**config.mk**
```make
export PLATFORM = sky130hd
export DESIGN_NAME = minmax_frame_acc_flat
export DESIGN_NICKNAME = d
export VERILOG_FILES = /design/src/rtl/minmax_frame_acc_if.sv /design/src/rtl/minmax_frame_acc.sv /design/src/flat_wrapper.sv
export SDC_FILE = /design/constraint.sdc
export NUM_CORES = 1
export LEC_CHECK = 0
export ABC_AREA = 1
export ABC_CLOCK_PERIOD_IN_PS = 4300
export BUFFER_PORTS_ARGS = -buffer_cell sky130_fd_sc_hd__buf_2
export CORE_ASPECT_RATIO = 0.9
export CORE_UTILIZATION = 57
export DETAILED_ROUTE_END_ITERATION = 10
export PLACE_DENSITY = 0.79
export SLEW_MARGIN = 20
export SYNTH_ARGS = -nofsm -noshare
export SYNTH_HDL_FRONTEND = slang
export SYNTH_SLANG_ARGS = --single-unit
```
**constraint.sdc**
```tcl
create_clock -name clk -period 4.3 [get_ports clk]
set_clock_uncertainty 0.2 [all_clocks]
set_input_delay 0.43 -clock clk [delete_from_list [all_inputs] [get_ports clk]]
set_output_delay 0.43 -clock clk [all_outputs]
set_load 0.05 [all_outputs]
```
**src/rtl/minmax_frame_acc_if.sv**
```systemverilog
// minmax_frame_acc_if
//   Handshake bundle between the min/max comparator, the frame accumulator
//   and the downstream statistics logic.
//   Input side  : in_valid, in_ready, in_min, in_max
//   Output side : out_valid, out_ready, out_min, out_max, out_range
//   Modports    : master = producer of pairs / consumer of results (upstream/downstream)
//                 slave  = the accumulator itself
interface minmax_frame_acc_if #(
  parameter int WIDTH = 8
);
  logic             in_valid;
  logic             in_ready;
  logic [WIDTH-1:0] in_min;
  logic [WIDTH-1:0] in_max;
  logic             out_valid;
  logic             out_ready;
  logic [WIDTH-1:0] out_min;
  logic [WIDTH-1:0] out_max;
  logic [WIDTH-1:0] out_range;

  modport master (
    output in_valid, in_min, in_max, out_ready,
    input  in_ready, out_valid, out_min, out_max, out_range
  );

  modport slave (
    input  in_valid, in_min, in_max, out_ready,
    output in_ready, out_valid, out_min, out_max, out_range
  );
endinterface

```
**src/rtl/minmax_frame_acc.sv**
```systemverilog
// minmax_frame_acc
//   Folds FRAME_LEN (min,max) pairs into a frame-wide unsigned minimum and
//   maximum and reports min, max and range (max-min) over a valid/ready port.
//   Ports:
//     clk        clock, all logic on posedge
//     rst        asynchronous active-high reset
//     bus        minmax_frame_acc_if.slave (pair input and frame result output)
//     err_count  8-bit saturating count of accepted pairs that arrived with
//                min > max; only present when MINMAX_ACC_ERR_CNT_EN is defined
//   Optional feature macro: MINMAX_ACC_ERR_CNT_EN
//
//   state | meaning
//   IDLE  | waiting for the first pair of a frame, in_ready=1
//   ACCUM | folding pairs 2..FRAME_LEN, in_ready=1
//   HOLD  | result presented, out_valid=1, in_ready=0 until out_ready
module minmax_frame_acc #(
  parameter int WIDTH     = 8,
  parameter int FRAME_LEN = 16
) (
  input  logic clk,
  input  logic rst,
`ifdef MINMAX_ACC_ERR_CNT_EN
  output logic [7:0] err_count,
`endif
  minmax_frame_acc_if.slave bus
);

  localparam int CW = $clog2(FRAME_LEN + 1);

  typedef enum logic [1:0] {IDLE, ACCUM, HOLD} state_t;

  state_t           state;
  logic [CW-1:0]    count;
  logic [WIDTH-1:0] acc_min;
  logic [WIDTH-1:0] acc_max;

  logic             accept;
  logic             swap;
  logic             last;
  logic [WIDTH-1:0] p_min;
  logic [WIDTH-1:0] p_max;
  logic [WIDTH-1:0] n_min;
  logic [WIDTH-1:0] n_max;

  // Comparator output is untrustworthy around its own reset, so every pair
  // is ordered before it is folded in.
  always_comb begin
    accept = bus.in_valid && bus.in_ready;
    swap   = bus.in_min > bus.in_max;
    p_min  = swap ? bus.in_max : bus.in_min;
    p_max  = swap ? bus.in_min : bus.in_max;
    if (state == IDLE) begin
      n_min = p_min;
      n_max = p_max;
      last  = (FRAME_LEN == 1);
    end else begin
      n_min = (p_min < acc_min) ? p_min : acc_min;
      n_max = (p_max > acc_max) ? p_max : acc_max;
      last  = (count == CW'(FRAME_LEN - 1));
    end
  end

  always_ff @(posedge clk or posedge rst) begin
    if (rst) begin
      state         <= IDLE;
      count         <= '0;
      acc_min       <= '0;
      acc_max       <= '0;
      bus.in_ready  <= 1'b0;
      bus.out_valid <= 1'b0;
      bus.out_min   <= '0;
      bus.out_max   <= '0;
      bus.out_range <= '0;
    end else begin
      case (state)
        IDLE, ACCUM: begin
          bus.in_ready <= 1'b1;
          if (accept) begin
            acc_min <= n_min;
            acc_max <= n_max;
            count   <= (state == IDLE) ? CW'(1) : count + 1'b1;
            if (last) begin
              // Result registers load on the same edge that out_valid rises.
              state         <= HOLD;
              bus.in_ready  <= 1'b0;
              bus.out_valid <= 1'b1;
              bus.out_min   <= n_min;
              bus.out_max   <= n_max;
              bus.out_range <= n_max - n_min;
            end else begin
              state <= ACCUM;
            end
          end
        end
        HOLD: begin
          if (bus.out_ready) begin
            state         <= IDLE;
            count         <= '0;
            bus.out_valid <= 1'b0;
            bus.in_ready  <= 1'b1;
          end
        end
        default: begin
          state         <= IDLE;
          bus.in_ready  <= 1'b0;
          bus.out_valid <= 1'b0;
        end
      endcase
    end
  end

`ifdef MINMAX_ACC_ERR_CNT_EN
  // Survives frame boundaries; only reset clears it.
  always_ff @(posedge clk or posedge rst) begin
    if (rst) begin
      err_count <= '0;
    end else if (accept && swap && (err_count != 8'hFF)) begin
      err_count <= err_count + 8'd1;
    end
  end
`endif

endmodule
```
**src/flat_wrapper.sv**
```systemverilog
// flat-port wrapper written by rule: the top's interface ports become plain ports
module minmax_frame_acc_flat 
#(
  parameter int WIDTH     = 8,
  parameter int FRAME_LEN = 16
)
  (clk, rst, bus_in_valid, bus_in_min, bus_in_max, bus_out_ready, bus_in_ready, bus_out_valid, bus_out_min, bus_out_max, bus_out_range);
  minmax_frame_acc_if #(.WIDTH(WIDTH)) bus_i ();
  input  logic clk;
  input  logic rst;
  input wire logic [$bits(bus_i.in_valid)-1:0] bus_in_valid;
  input wire logic [$bits(bus_i.in_min)-1:0] bus_in_min;
  input wire logic [$bits(bus_i.in_max)-1:0] bus_in_max;
  input wire logic [$bits(bus_i.out_ready)-1:0] bus_out_ready;
  output wire logic [$bits(bus_i.in_ready)-1:0] bus_in_ready;
  output wire logic [$bits(bus_i.out_valid)-1:0] bus_out_valid;
  output wire logic [$bits(bus_i.out_min)-1:0] bus_out_min;
  output wire logic [$bits(bus_i.out_max)-1:0] bus_out_max;
  output wire logic [$bits(bus_i.out_range)-1:0] bus_out_range;
  assign bus_i.in_valid = bus_in_valid;
  assign bus_i.in_min = bus_in_min;
  assign bus_i.in_max = bus_in_max;
  assign bus_i.out_ready = bus_out_ready;
  assign bus_in_ready = bus_i.in_ready;
  assign bus_out_valid = bus_i.out_valid;
  assign bus_out_min = bus_i.out_min;
  assign bus_out_max = bus_i.out_max;
  assign bus_out_range = bus_i.out_range;
  minmax_frame_acc #(.WIDTH(WIDTH), .FRAME_LEN(FRAME_LEN)) u_core (.clk(clk), .rst(rst), .bus(bus_i));
endmodule
```
### Word-level counts from Yosys, hierarchy flattened

Index checks and enable logic that the tools add are counted.
Widths: inputs -> output; s select.

| word-level totals | value |
|---|---|
| output and inout bits | 26 |
| register bits after elaboration | 49 |
| logic and storage cells | 52 |

| cells by class | value |
|---|---|
| equal/unequal tests | 6 |
| add/subtract/negate cells | 2 |
| muxes and demuxes | 23 |
| reduce and logical (&&, ||, !) cells | 9 |
| magnitude comparators | 3 |

Operators by type and width:

| kind | number |
|---|---|
| $mux 8 | 6 |
| $gt 8x8->1 | 2 |
| $mux 5 | 3 |
| $pmux 5 s2 | 1 |
| $reduce_and 3->1 | 3 |
| $lt 8x8->1 | 1 |
| $sub 8x8->8 | 1 |
| $mux 1 | 7 |
| $mux 2 | 3 |
| $add 5x1->5 const B | 1 |
| $eq 5x4->1 const B | 1 |
| $ne 2x1->1 const B | 2 |
| $pmux 1 s2 | 2 |
| $pmux 2 s2 | 1 |
| $reduce_and 2->1 | 2 |
| $eq 2x1->1 const B | 1 |
| $eq 2x2->1 const B | 1 |
| $logic_not 2->1 | 1 |
| $ne 2x2->1 const B | 1 |
| $reduce_bool 2->1 | 1 |
| $reduce_or 2->1 | 1 |
| $logic_and 1x1->1 | 1 |

### Depth between registers and ports, before layout

Gate-level depths: netlist of the first run.

| depth | value |
|---|---|
| depth after elaboration | 6 |
| mapped depth | 39 |

### Worst setup path after synthesis of the first run

No wires, ideal clock.

| path | value |
|---|---|
| path type | input-to-reg |
| from | in bus_in_max[7] |
| to | reg u_core.bus.out_range[7] |
| data arrival time | 4.422 ns |
| buffers on the path | 3 |
| cell stages on the path | 32 |
| path slack | -0.440 ns |
| required time | 3.982 ns |
| cells stage by stage | inv_1 > ha_1 > a21o_1 > nor2_1 > nand2_1 > nand2_2 > buf_2 > buf_2 > o21ai_1 > ha_1 > a21oi_1 > o21ai_0 > a21oi_1 > o21ai_1 > clkbuf_1 > nand2_1 > o21ai_0 > inv_1 > ha_1 > a21oi_1 > o21ai_0 > nand2_1 > nand2_1 > a21oi_1 > nor2_1 > o21ai_0 > a21o_1 > nand2_1 > inv_1 > nand3_1 > nand3_1 > nand2_1 |

| on the way | value |
|---|---|
| word-level cells in the longest chain between the ends | 6 |
| elaborated cells between the ends (all ways) | 10 |
| classes of those cells | add/sub: 1; order compare: 3; mux: 6 |

Ends and longest elaborated chain:

| element | line | RTL |
|---|---|---|
| start: declaration | flat_wrapper.sv:13 | `input wire logic [$bits(bus_i.in_max)-1:0] bus_in_max;` |
| $gt 8x8->1 | minmax_frame_acc.sv:49 | `swap = bus.in_min > bus.in_max;` |
| $mux 8 (*) | minmax_frame_acc.sv:51 | `p_max = swap ? bus.in_min : bus.in_max;` |
| $gt 8x8->1 | minmax_frame_acc.sv:58 | `n_max = (p_max > acc_max) ? p_max : acc_max;` |
| $mux 8 | minmax_frame_acc.sv:58 |  |
| $mux 8 (*) | minmax_frame_acc.sv:52 | `if (state == IDLE) begin` |
| named net u_core.n_max[2] | minmax_frame_acc.sv:43 | `logic [WIDTH-1:0] n_max;` |
| $sub 8x8->8 (*) | minmax_frame_acc.sv:89 | `bus.out_range <= n_max - n_min;` |
| end signal: assignment | minmax_frame_acc.sv:89 |  |
| end: declaration | minmax_frame_acc_if.sv:28 | `output in_ready, out_valid, out_min, out_max, out_range` |

Mark *: on every way through the listed nets, which the timed path passes. The rest lies on a longest branch.
A chain may end at the register's enable or synchronous reset.

### Final worst setup path of the first run

| path | value |
|---|---|
| from | in bus_in_min[3] |
| to | reg u_core.bus.out_range[7] |

| on the way | value |
|---|---|
| word-level cells in the longest chain between the ends | 6 |
| elaborated cells between the ends (all ways) | 10 |
| classes of those cells | add/sub: 1; order compare: 3; mux: 6 |

Ends and longest elaborated chain:

| element | line | RTL |
|---|---|---|
| start: declaration | flat_wrapper.sv:12 | `input wire logic [$bits(bus_i.in_min)-1:0] bus_in_min;` |
| $gt 8x8->1 | minmax_frame_acc.sv:49 |  |
| $mux 8 (on tied branches) | minmax_frame_acc.sv:51, minmax_frame_acc.sv:50 |  |
| $gt 8x8->1 or $lt 8x8->1 (tied branches) | minmax_frame_acc.sv:58, minmax_frame_acc.sv:57 |  |
| $mux 8 (on tied branches) | minmax_frame_acc.sv:58, minmax_frame_acc.sv:57 |  |
| $mux 8 | minmax_frame_acc.sv:52 |  |
| $sub 8x8->8 (*) | minmax_frame_acc.sv:89 |  |

Mark *: on every way between the ends. The rest lies on a longest branch, timed or not.

==> impl_results.md, run 1 <==
- Status: finished, final reports clean
- Reg2Reg Launch Point: u_core.acc_min[5]
- Clk slew on worst S/H paths: about 90 ps
- Post-synth EDFFs: 0
- Die span in x: 81.5 um
- Share of layout cells above drive strength 1: 40.1%
- Fin area: approximately 0.0046 mm^2
- Post-layout util: a little under nine tenths
- Initial core utilization: 60.6%
- Largest net degree at the start of global routing: 50
- Grt ovf: 0
- Net count, final: between 500 and 600
- Clk_lat worst skew: around 300 ps
- Chip height: approximately 74 um
- R2r endpoint: u_core.bus.out_range[7]
- Maximum Capacitance Violations: 0
- Crit-path slowest cell: ha_4
- End of the critical path: u_core.bus.out_range[7]
- Number of global-route vias before repair: around 2900
- Die area: 0.00599 mm^2
- IO buf count: 45
- Tightest Pin Transition: 1040 ps
- Synthesized area per cell: roughly 7.5 um^2
- Slew HR: 30.4%
- Syn-to-layout area delta: 40.4%
- Ys async rst share: 100%
- Placed Area: 0.00402 mm^2
- Hold Crit Class: primary input to async pin
- Worst reg2reg setup slack: 910 ps
- Syn Inst Count: 430
- Fin crit share: 98.6%
- Final WL: 9670 um
- Seq cells post-synth: 49
- Fillers: between 200 and 300
- Core area: 0.00535 mm^2
- Post-route DRC: 0
- TritonCTS Sinks: 49
- DR vias: 3319
- Placer Congestion: 0.835
- Worst setup EP type: register
- Row count: 25
- Sum Neg Setup Slack: 0 ps
- F_max: 236 MHz
- Hold Vio Cnt, Final: 0
- Max Slew Vio Count: 0
- Prevailing post-synth register cell: dfrtp_1
- HPWL after DPL: 5910 um
- CP max FO: 5
- Ports: 46
- Final setup violation count: 0
- Period minus WS final: 4240 ps
- Slowest stage delay, CP: 280 ps
- Register area share after synthesis: between 30 and 40%
- Pwr dens: 592 mW/mm^2
- Peak supply drop: 0.541 mV
- Routed Antenna Nets: 0
- Initial antenna violation count: 0
- Data arrival time of the worst path: 4240 ps
- H-tree depth: 2
- Crit path launch: bus_in_min[3]
- Yosys Warn Count: 0
- ANT cells: 0
- Drt wl/cell: approximately 16 um
- Kind of critical path: primary input to register
- Cell variety after synth: 27
- First-pass GRT wire length: 12600 um
- CTS max path bufs: 2
- GRT Resource Usage Total: approximately 28%
- Initial DRT Pass Iterations: 5
- Via density per instance: 5.49
- Worst r2r path cells: 23
- Clk Tree Root Cell: clkbuf_8
- Post-Syn Nets: approximately 480
- Number of buffers created by CTS: 5
- Synthesized area: 0.00324 mm^2
- Initial DRC Count: 298
- Critical Path RT: 4300 ps
- # hold bufs at CTS: 0
- CTS tree: yes
- Critical path launch point type: primary input
- Leakage: 2.43 nW
## repair_timing
action,CTS,global route
pin swaps,1,44
resized for setup,0,80
endpoints found under the setup margin,1,4
buffers inserted,0,9
hold endpoints to repair,0,0
cloned,0,6
## flip-flops by register name, indices dropped and copies added (netlist names)
register,cells
u_core.acc_max,8
u_core.bus.out_range,8
u_core.state,2
u_core.acc_min,8
u_core.count,5
u_core.bus.out_valid,1
u_core.bus.out_max,8
u_core.bus.in_ready,1
u_core.bus.out_min,8
## layout make-up
cell class	instances	area [um^2]	area share, %
clock inverters	1	5.00	0.110
flip-flops and latches	49	1230	26.9
well taps	67	83.8	1.84
clock buffers	5	68.8	1.51
inverters	79	300	6.60
multi-input cells	292	2050	45.1
repair buffers	112	815	17.9
## power by group
part           switching, mW  internal (mW)
clock                  0.144          0.107
sequential            0.0903          0.562
combinational           1.00          0.784
## through the flow
| stage | power [mW] | hold WS (ps) | setup WS, ps | std cells |
|---|---|---|---|---|
| 3_5_place_dp | 2.13 | 263 | -254 | 585 |
| 5_1_grt | 2.87 | 131 | -179 | 605 |
| 2_1_floorplan | 1.60 | 247 | 7.98 | 430 |
| 3_3_place_gp | 2.08 | 260 | -103 | 585 |
| 4_1_cts | 2.39 | 196 | 10.7 | 591 |
| 6_report | 2.69 | 59.0 | 58.8 | 605 |
## critical path, delay by kind of cell
kind / cells / cell delay, ps
AND/OR/NAND/NOR: 18 / 1410
AO/OA/AOI/OAI: 9 / 1270
adder cells (fa/ha/maj): 3 / 760
buffers and inverters: 4 / 380
## cell usage in the layout (no fill, tap or decap), types with 2 or more instances in the layout
| cell | synthesis | final |
|---|---|---|
| a21o_1 | 2 | 2 |
| nor2_1 | 20 | 16 |
| clkbuf_16 | 0 | 2 |
| dfrtp_1 | 49 | 49 |
| o21ai_1 | 17 | 15 |
| inv_2 | 1 | 10 |
| nand3_1 | 11 | 10 |
| nand2_1 | 110 | 97 |
| buf_6 | 1 | 7 |
| ha_1 | 32 | 19 |
| nand2_2 | 4 | 13 |
| ha_2 | 0 | 2 |
| nor2_2 | 1 | 2 |
| nand2_4 | 2 | 6 |
| clkbuf_8 | 0 | 5 |
| nand2_8 | 0 | 2 |
| clkinv_2 | 0 | 2 |
| ha_4 | 0 | 11 |
| a21oi_1 | 17 | 5 |
| o21ai_0 | 46 | 33 |
| buf_4 | 1 | 62 |
| buf_2 | 2 | 40 |
| xor2_1 | 3 | 3 |
| o21ai_4 | 1 | 3 |
| inv_1 | 78 | 67 |
| nor2_4 | 0 | 3 |
| a21oi_2 | 0 | 12 |
| o21ai_2 | 16 | 30 |
## how the worst min path moves through the flow
stage	endpoint	slack, ps	depth (start not counted)
3_3_place_gp	u_core.bus.out_min[6]	260	2
3_5_place_dp	u_core.bus.out_min[2]	260	2
4_1_cts	u_core.bus.out_max[3]	200	2
2_1_floorplan	u_core.count[3]	250	1
6_report	u_core.bus.out_max[3]	60	2
5_1_grt	u_core.bus.out_max[3]	130	2
## layer usage
layer	vias to the layer above	track usage (%)	share of wire, %
met2	131	48.8	51
met5	-	0	0
met4	0	6.94	2.4
met3	30	4.47	4.9
li1	1588	-	-
met1	1570	34.8	41
## cell usage after synthesis (2+ instances only)
cell type	n	area share, %
a211oi_1	2	0.46
a21o_1	2	0.46
a21oi_1	17	2.6
buf_2	2	0.31
clkbuf_1	9	1.0
dfrtp_1	49	38
ha_1	32	12
inv_1	78	9.0
nand2_1	110	13
nand2_2	4	0.77
nand2_4	2	0.69
nand3_1	11	1.7
nor2_1	20	2.3
o21ai_0	46	7.1
o21ai_1	17	2.6
o21ai_2	16	4.3
xor2_1	3	0.81
## kinds of logic after synthesis
family / count (synthesis) / synth area share (%)
simple gates: 149 / 18.6
buf+inv: 92 / 11.1
xor+xnor: 3 / 0.811
compound gates: 104 / 18.7
fa+ha+maj: 33 / 13.0
flops: 49 / 37.8
Note: power is estimated with default switching activity, not from simulation.
==> inputs of run 2 (changes only) <==
--- a/config.mk
+++ b/config.mk
@@ -8,10 +8,10 @@
 export ABC_AREA = 1
 export ABC_CLOCK_PERIOD_IN_PS = 4300
 export BUFFER_PORTS_ARGS = -buffer_cell sky130_fd_sc_hd__buf_2
-export CORE_ASPECT_RATIO = 0.9
-export CORE_UTILIZATION = 57
+export CORE_ASPECT_RATIO = 1.2
+export CORE_UTILIZATION = 45
 export DETAILED_ROUTE_END_ITERATION = 10
-export PLACE_DENSITY = 0.79
+export PLACE_DENSITY = 0.65
 export SLEW_MARGIN = 20
 export SYNTH_ARGS = -nofsm -noshare
 export SYNTH_HDL_FRONTEND = slang
==> run 2 against run 1 <==
Critical path type unchanged. Final cell count up 5.5%. Critical path depth down 5. Largest cell class unchanged. Count of clock-buffer cells in the layout rose by 2.
==> impl_results.md, run 2 (same netlist as run 1, synthesis figures left out) <==
- Maximum Capacitance Violations: 0 (unchanged)
- Slowest stage delay, CP: 310 ps (was 280 ps)
- H-tree depth: 2 (unchanged)
- Buf/Inv on CP: 7 (was 4)
- Final WS setup: 98.3 ps (was 58.8 ps)
- ANT cells: 0 (unchanged)
- Clk Tree Root Cell: clkbuf_8 (unchanged)
- Largest net degree at the start of global routing: 50 (unchanged)
- Period minus WS final: 4200 ps (was 4240 ps)
- Worst setup EP type: register (unchanged)
- Tightest Pin Transition: 1020 ps (was 1040 ps)
- Commonest non-fill, non-tap cell in the layout: nand2_1 (unchanged)
- Peak supply drop: 0.294 mV (was 0.541 mV)
- Clk_lat worst skew: 310 ps (was 300 ps)
- Status: finished, final reports clean (unchanged)
- F_max: 238 MHz (was 236 MHz)
- Final WL: 8960 um (was 9670 um)
- TritonCTS Sinks: 49 (unchanged)
- Crit-path slowest cell: ha_1 (was ha_4)
- Post-route insts no fill: 638 (was 605)
- Hold Crit Class: primary input to async pin (unchanged)
- Unrepaired setup endpoints after global routing: yes
- Hold Vio Cnt, Final: 0 (unchanged)
- Initial core utilization: 47.0% (was 60.6%)
- Die span in x: 79.5 um (was 81.5 um)
- Drt wl/cell: 14.0 um (was 16.0 um)
- Share of layout cells above drive strength 1: 43.2% (was 40.1%)
- # hold bufs at CTS: 0 (unchanged)
- Worst reg2reg setup slack: 1000 ps (was 910 ps)
- Slew HR: 32.2% (was 30.4%)
- First-pass GRT wire length: 12700 um (was 12600 um)
- HPWL after DPL: 5770 um (was 5910 um)
- Routed Antenna Nets: 0 (unchanged)
- Final setup violation count: 0 (unchanged)
- Multi-input logic area: 0.00219 mm^2 (was 0.00205 mm^2)
- Chip height: 95.0 um (was 73.5 um)
- CP max FO: 7 (was 5)
- FF+latch area: 0.00123 mm^2 (unchanged)
- Max Slew Vio Count: 0 (unchanged)
- Pwr dens: 593 mW/mm^2 (was 592 mW/mm^2)
- Post-route DRC: 0 (unchanged)
- CTS tree: yes (unchanged)
- Syn-to-layout area delta: 50.6% (was 40.4%)
- Placer Congestion: 0.823 (was 0.835)
- Placed Cells incl. Taps: 611 (was 585)
- Critical Path RT: 4300 ps (about the same)
- GRT Resource Usage Total: 21.6% (was 27.6%)
- Kind of critical path: primary input to register (unchanged)
- Die area: 0.00755 mm^2 (was 0.00599 mm^2)
- Core area: 0.00690 mm^2 (was 0.00535 mm^2)
- Clk slew on worst S/H paths: 90 ps (about the same)
- Pre-CTS WS: -332 ps (was -254 ps)
- Grt ovf: 0 (unchanged)
- Critical path launch point type: primary input (unchanged)
- CTS max path bufs: 2 (unchanged)
- Fillers: 532 (was 279)
- Initial antenna violation count: 0 (unchanged)
- DR vias: 3267 (was 3319)
- Most used cell, CP: o21ai_2
- IO buf count: 45 (unchanged)
- Data arrival time of the worst path: 4200 ps (was 4240 ps)
- Leakage: 2.54 nW (was 2.43 nW)
- Initial DRT Pass Iterations: 4 (was 5)
- Most frequent cells in the layout: nand2_1 (93), buf_4 (73), inv_1 (69) (was nand2_1 (97), inv_1 (67), buf_4 (62))
- Net count, final: 603 (was 592)
- Via density per instance: 5.12 (was 5.49)
- Fin crit share: 97.7% (was 98.6%)
- Row count: 33 (was 25)
- Number of global-route vias before repair: 2850 (was 2883)
- Sum Neg Setup Slack: 0 ps (unchanged)
- Number of buffers created by CTS: 5 (unchanged)
- CP delay by family, top: compound AO/OA/AOI/OAI gates (was simple AND/OR/NAND/NOR gates)
- Ports: 46 (unchanged)
- Initial DRC Count: 123 (was 298)
## run 2: cell types whose count changed in the layout (fill, tap and decap cells not counted), moves of 3 or more
cell	previous run	this run
buf_6	7	10
buf_4	62	73
ha_1	19	16
o21ai_4	3	10
inv_2	10	7
nand2_1	97	93
o21ai_2	30	26
nand2_4	6	10
ha_4	11	14
a21oi_2	12	9
buf_2	40	35
## run 2: repair_timing
item / 4_1_cts / 5_1_grt
setup buffers: 0 / 13
pin swaps: 1 / 54
endpoints found under the setup margin: 1 / 4
gates cloned: 0 / 6
resized for setup: 0 / 113
## run 2: area by class of cell
cell class	instances	area share, %
Timing Repair Buffer	123	19.2
Sequential cell	49	25.1
Clock buffer	7	1.77
Tap cell	87	2.23
Multi-Input combinational cell	292	44.8
Inverter	79	6.25
Clock inverter	1	0.615
## run 2: worst register-to-register path: cells and delay by family, from the launching register on
kind	cells	cell delay, ps
DFF	1	420
and+or+nand+nor	12	1070
buffers and inverters	3	210
adders and majority gates	2	490
AOI/OAI and AO/OA	7	800
## run 2: report_power, final
part	internal [mW]	switching [mW]	leakage [nW]
combinational	0.868	1.02	1.84
sequential	0.562	0.0936	0.641
clock	0.190	0.161	0.0585
total	1.62	1.28	2.54
## run 2: path summary, 6_finish.rpt
path | depth (start not counted) | endpoint | from
worst min register to register | 2 | u_core.bus.out_min[4] | u_core.bus.out_min[4]
min in group clk | 4 | u_core.state[1] | bus_out_ready
worst max-delay path | 29 | u_core.bus.out_range[7] | bus_in_max[7]
max in group asynchronous | 2 | u_core.bus.out_min[5] | rst
worst min-delay path | 2 | u_core.bus.out_max[5] | rst
worst max register to register | 24 | u_core.bus.out_range[7] | u_core.acc_max[4]
## run 2: metrics by stage
stage / util (%) / cell area [um^2] / power (mW) / hold slack [ps]
after floorplan: - / 3370 / 1.60 / 247
after global placement: 59.2 / 4090 / 2.10 / 262
after detailed placement: 59.2 / 4090 / 2.13 / 269
after CTS: 60.9 / 4200 / 2.50 / 189
after global routing: 70.8 / 4880 / 3.10 / 118
final: 70.8 / 4880 / 2.90 / 51.5
## run 2: routing by layer
| layer | wire [um] | vias to the layer above | global-route usage (%) |
|---|---|---|---|
| li1 | - | 1615 | - |
| met5 | 0 | - | 0 |
| met2 | 4720 | 77 | 36.5 |
| met3 | 255 | 23 | 3.86 |
| met1 | 3700 | 1552 | 27.2 |
| met4 | 293 | 0 | 7.88 |
==> inputs of run 3 (changes only) <==
--- a/config.mk
+++ b/config.mk
@@ -9,9 +9,8 @@
 export ABC_CLOCK_PERIOD_IN_PS = 4300
 export BUFFER_PORTS_ARGS = -buffer_cell sky130_fd_sc_hd__buf_2
 export CORE_ASPECT_RATIO = 1.2
-export CORE_UTILIZATION = 45
+export CORE_UTILIZATION = 43
 export DETAILED_ROUTE_END_ITERATION = 10
-export PLACE_DENSITY = 0.65
 export SLEW_MARGIN = 20
 export SYNTH_ARGS = -nofsm -noshare
 export SYNTH_HDL_FRONTEND = slang
==> run 3 against run 2 <==
Register-to-register slack lost 60 ps. Die area up 4.5%. Final area fell by 2.6%. First-iteration DRC count grew 4.1%. Sequential power about the same. Core utilization decreased by 5.5 points. Setup slack got worse by 17 ps. Critical path type unchanged.
==> impl_results.md, run 3 (same netlist as run 1, synthesis figures left out) <==
- IO buf count: 45 (unchanged)
- Clk pwr share: 10.5% (was 12.1%)
- Clk_lat worst skew: 300 ps (was 310 ps)
- Fin area: 0.00475 mm^2 (was 0.00488 mm^2)
- Period minus WS final: 4220 ps (was 4200 ps)
- Fillers: 592 (was 532)
- CTS tree: yes (unchanged)
- F_max: 237 MHz (was 238 MHz)
- Drt wl/cell: 12.9 um (was 14.0 um)
- Reg2Reg Launch Point: u_core.acc_max[5] (was u_core.acc_max[4])
- GRT Resource Usage Total: 20.2% (was 21.6%)
- Clk slew on worst S/H paths: 90 ps (about the same)
- Die span in x: 81.3 um (was 79.5 um)
- Buf/Inv on CP: 6 (was 7)
- FF+latch area: 0.00123 mm^2 (unchanged)
- Initial antenna violation count: 0 (unchanged)
- Sw Pwr: 1.21 mW (was 1.28 mW)
- Slew HR: 32.8% (was 32.2%)
- Placer Congestion: 0.831 (was 0.823)
- Hold Vio Cnt, Final: 0 (unchanged)
- Grt ovf: 0 (unchanged)
- Switching Share: 45.0% (was 44.1%)
- Row count: 34 (was 33)
- Most used cell, CP: nand2_1 (was o21ai_2)
- Post-route DRC: 0 (unchanged)
- Peak supply drop: 0.272 mV (was 0.294 mV)
- Commonest non-fill, non-tap cell in the layout: nand2_1 (unchanged)
- CP max FO: 7 (unchanged)
- Crit-path slowest cell: ha_4 (was ha_1)
- Multi-input logic area: 0.00214 mm^2 (was 0.00219 mm^2)
- DR vias: 3074 (was 3267)
- Via density per instance: 4.85 (was 5.12)
- First-pass GRT wire length: 12700 um (about the same)
- Int Pwr: 1.48 mW (was 1.62 mW)
- Sum Neg Setup Slack: 0 ps (unchanged)
- Worst setup EP type: register (unchanged)
- Most frequent cells in the layout: nand2_1 (92), buf_4 (67), inv_1 (66) (was nand2_1 (93), buf_4 (73), inv_1 (69))
- Initial core utilization: 44.6% (was 47.0%)
- Critical path depth: 33 (was 29)
- Max Slew Vio Count: 0 (unchanged)
- Status: finished, final reports clean (unchanged)
- H-tree depth: 2 (unchanged)
- Core area: 0.00727 mm^2 (was 0.00690 mm^2)
- Post-layout util: 65.3% (was 70.8%)
- Net count, final: 596 (was 603)
- CTS max path bufs: 2 (unchanged)
- Seq pwr share: 24.2% (was 22.6%)
- Gate power share: 65.4% (was 65.2%)
- Unrepaired setup endpoints after global routing: yes (unchanged)
- Placed Area: 0.00410 mm^2 (was 0.00409 mm^2)
- Fin crit share: 98.1% (was 97.7%)
- Routed Antenna Nets: 0 (unchanged)
- Ports: 46 (unchanged)
- Worst r2r path cells: 23 (was 24)
- Pre-CTS WS: -353 ps (was -332 ps)
- Share of layout cells above drive strength 1: 42.1% (was 43.2%)
- Final WS setup: 81.3 ps (was 98.3 ps)
- HPWL after DPL: 5780 um (was 5770 um)
- Pwr dens: 568 mW/mm^2 (was 593 mW/mm^2)
- R2r endpoint: u_core.bus.out_range[7] (unchanged)
- Kind of critical path: primary input to register (unchanged)
- Largest net degree at the start of global routing: 50 (unchanged)
- Number of global-route vias before repair: 2917 (was 2850)
- Initial DRC Count: 128 (was 123)
- Initial DRT Pass Iterations: 4 (unchanged)
- Leakage: 2.48 nW (was 2.54 nW)
- Data arrival time of the worst path: 4220 ps (was 4200 ps)
- Tightest Pin Transition: 1010 ps (was 1020 ps)
- Clk Tree Root Cell: clkbuf_8 (unchanged)
- Syn-to-layout area delta: 46.6% (was 50.6%)
- Hold Crit Class: primary input to async pin (unchanged)
- Final setup violation count: 0 (unchanged)
- ANT cells: 0 (unchanged)
- Die area: 0.00789 mm^2 (was 0.00755 mm^2)
- TritonCTS Sinks: 49 (unchanged)
- Critical Path RT: 4300 ps (about the same)
- Worst reg2reg setup slack: 940 ps (was 1000 ps)
- Final WL: 8190 um (was 8960 um)
- Number of buffers created by CTS: 5 (unchanged)
- CP delay by family, top: compound AO/OA/AOI/OAI gates (unchanged)
- Chip height: 97.1 um (was 95.0 um)
- Maximum Capacitance Violations: 0 (unchanged)
- Slowest stage delay, CP: 260 ps (was 310 ps)
- Critical path launch point type: primary input (unchanged)
-- run 3: changes by cell type in the layout (fill, tap and decap cells not counted), sizes merged --
cell | previous run | this run
buf | 121 | 116
bufinv | 1 | 0
clkbuf | 9 | 7
clkinv | 1 | 3
nand2 | 118 | 117
-- run 3: what timing repair did --
item | 4_1_cts | 5_1_grt
pin swaps | 1 | 56
cloned | 0 | 3
hold buffers | 0 | 0
buffers inserted | 0 | 7
endpoints found under the setup margin | 1 | 4
resized for setup | 2 | 106
-- run 3: power groups by stage --
stage          sequential, mW  combinational [mW]  clock [mW]
6_report                0.652                1.76       0.283
5_1_grt                 0.667                1.96       0.311
4_1_cts                 0.649                1.47       0.295
3_5_place_dp            0.657                1.47           0
3_3_place_gp            0.655                1.44           0
2_1_floorplan           0.736               0.864           0
-- run 3: layout make-up --
cell class                      count  area share (%)
Sequential cell                    49            25.8
Inverter                           79            6.42
Clock buffer                        6            1.74
Multi-Input combinational cell    291            45.1
Clock inverter                      2           0.290
Tap cell                           90            2.37
Timing Repair Buffer              117            18.3
-- run 3: through the flow --
step / total power [mW] / instances / hold slack, ps
global placement: 2.09 / 617 / 260
CTS: 2.42 / 625 / 205
detailed placement: 2.13 / 617 / 266
global route: 2.93 / 634 / 124
finish: 2.70 / 634 / 52.1
floorplan: 1.60 / 430 / 247
-- run 3: metal layers --
layer  global-route usage (%)  wire length, um  vias up  part of all wire (%)
met5                        0                0        -                     0
met4                     5.63              112        0                   1.4
met3                     2.25              236       10                   2.9
met2                     34.3             4200       59                    51
met1                     26.5             3640     1408                    44
li1                         -                -     1597                     -
-- run 3: worst max-delay path by stage --
stage	slack, ps	from	to
after floorplan	8	bus_in_max[7]	u_core.bus.out_range[7]
after CTS	6	bus_in_max[7]	u_core.bus.out_range[7]
after global routing	-150	bus_in_max[3]	u_core.bus.out_range[7]
after detailed placement	-350	bus_in_max[7]	u_core.bus.out_range[7]
final	80	bus_in_min[2]	u_core.bus.out_range[7]
after global placement	-240	bus_in_max[7]	u_core.bus.out_range[7]
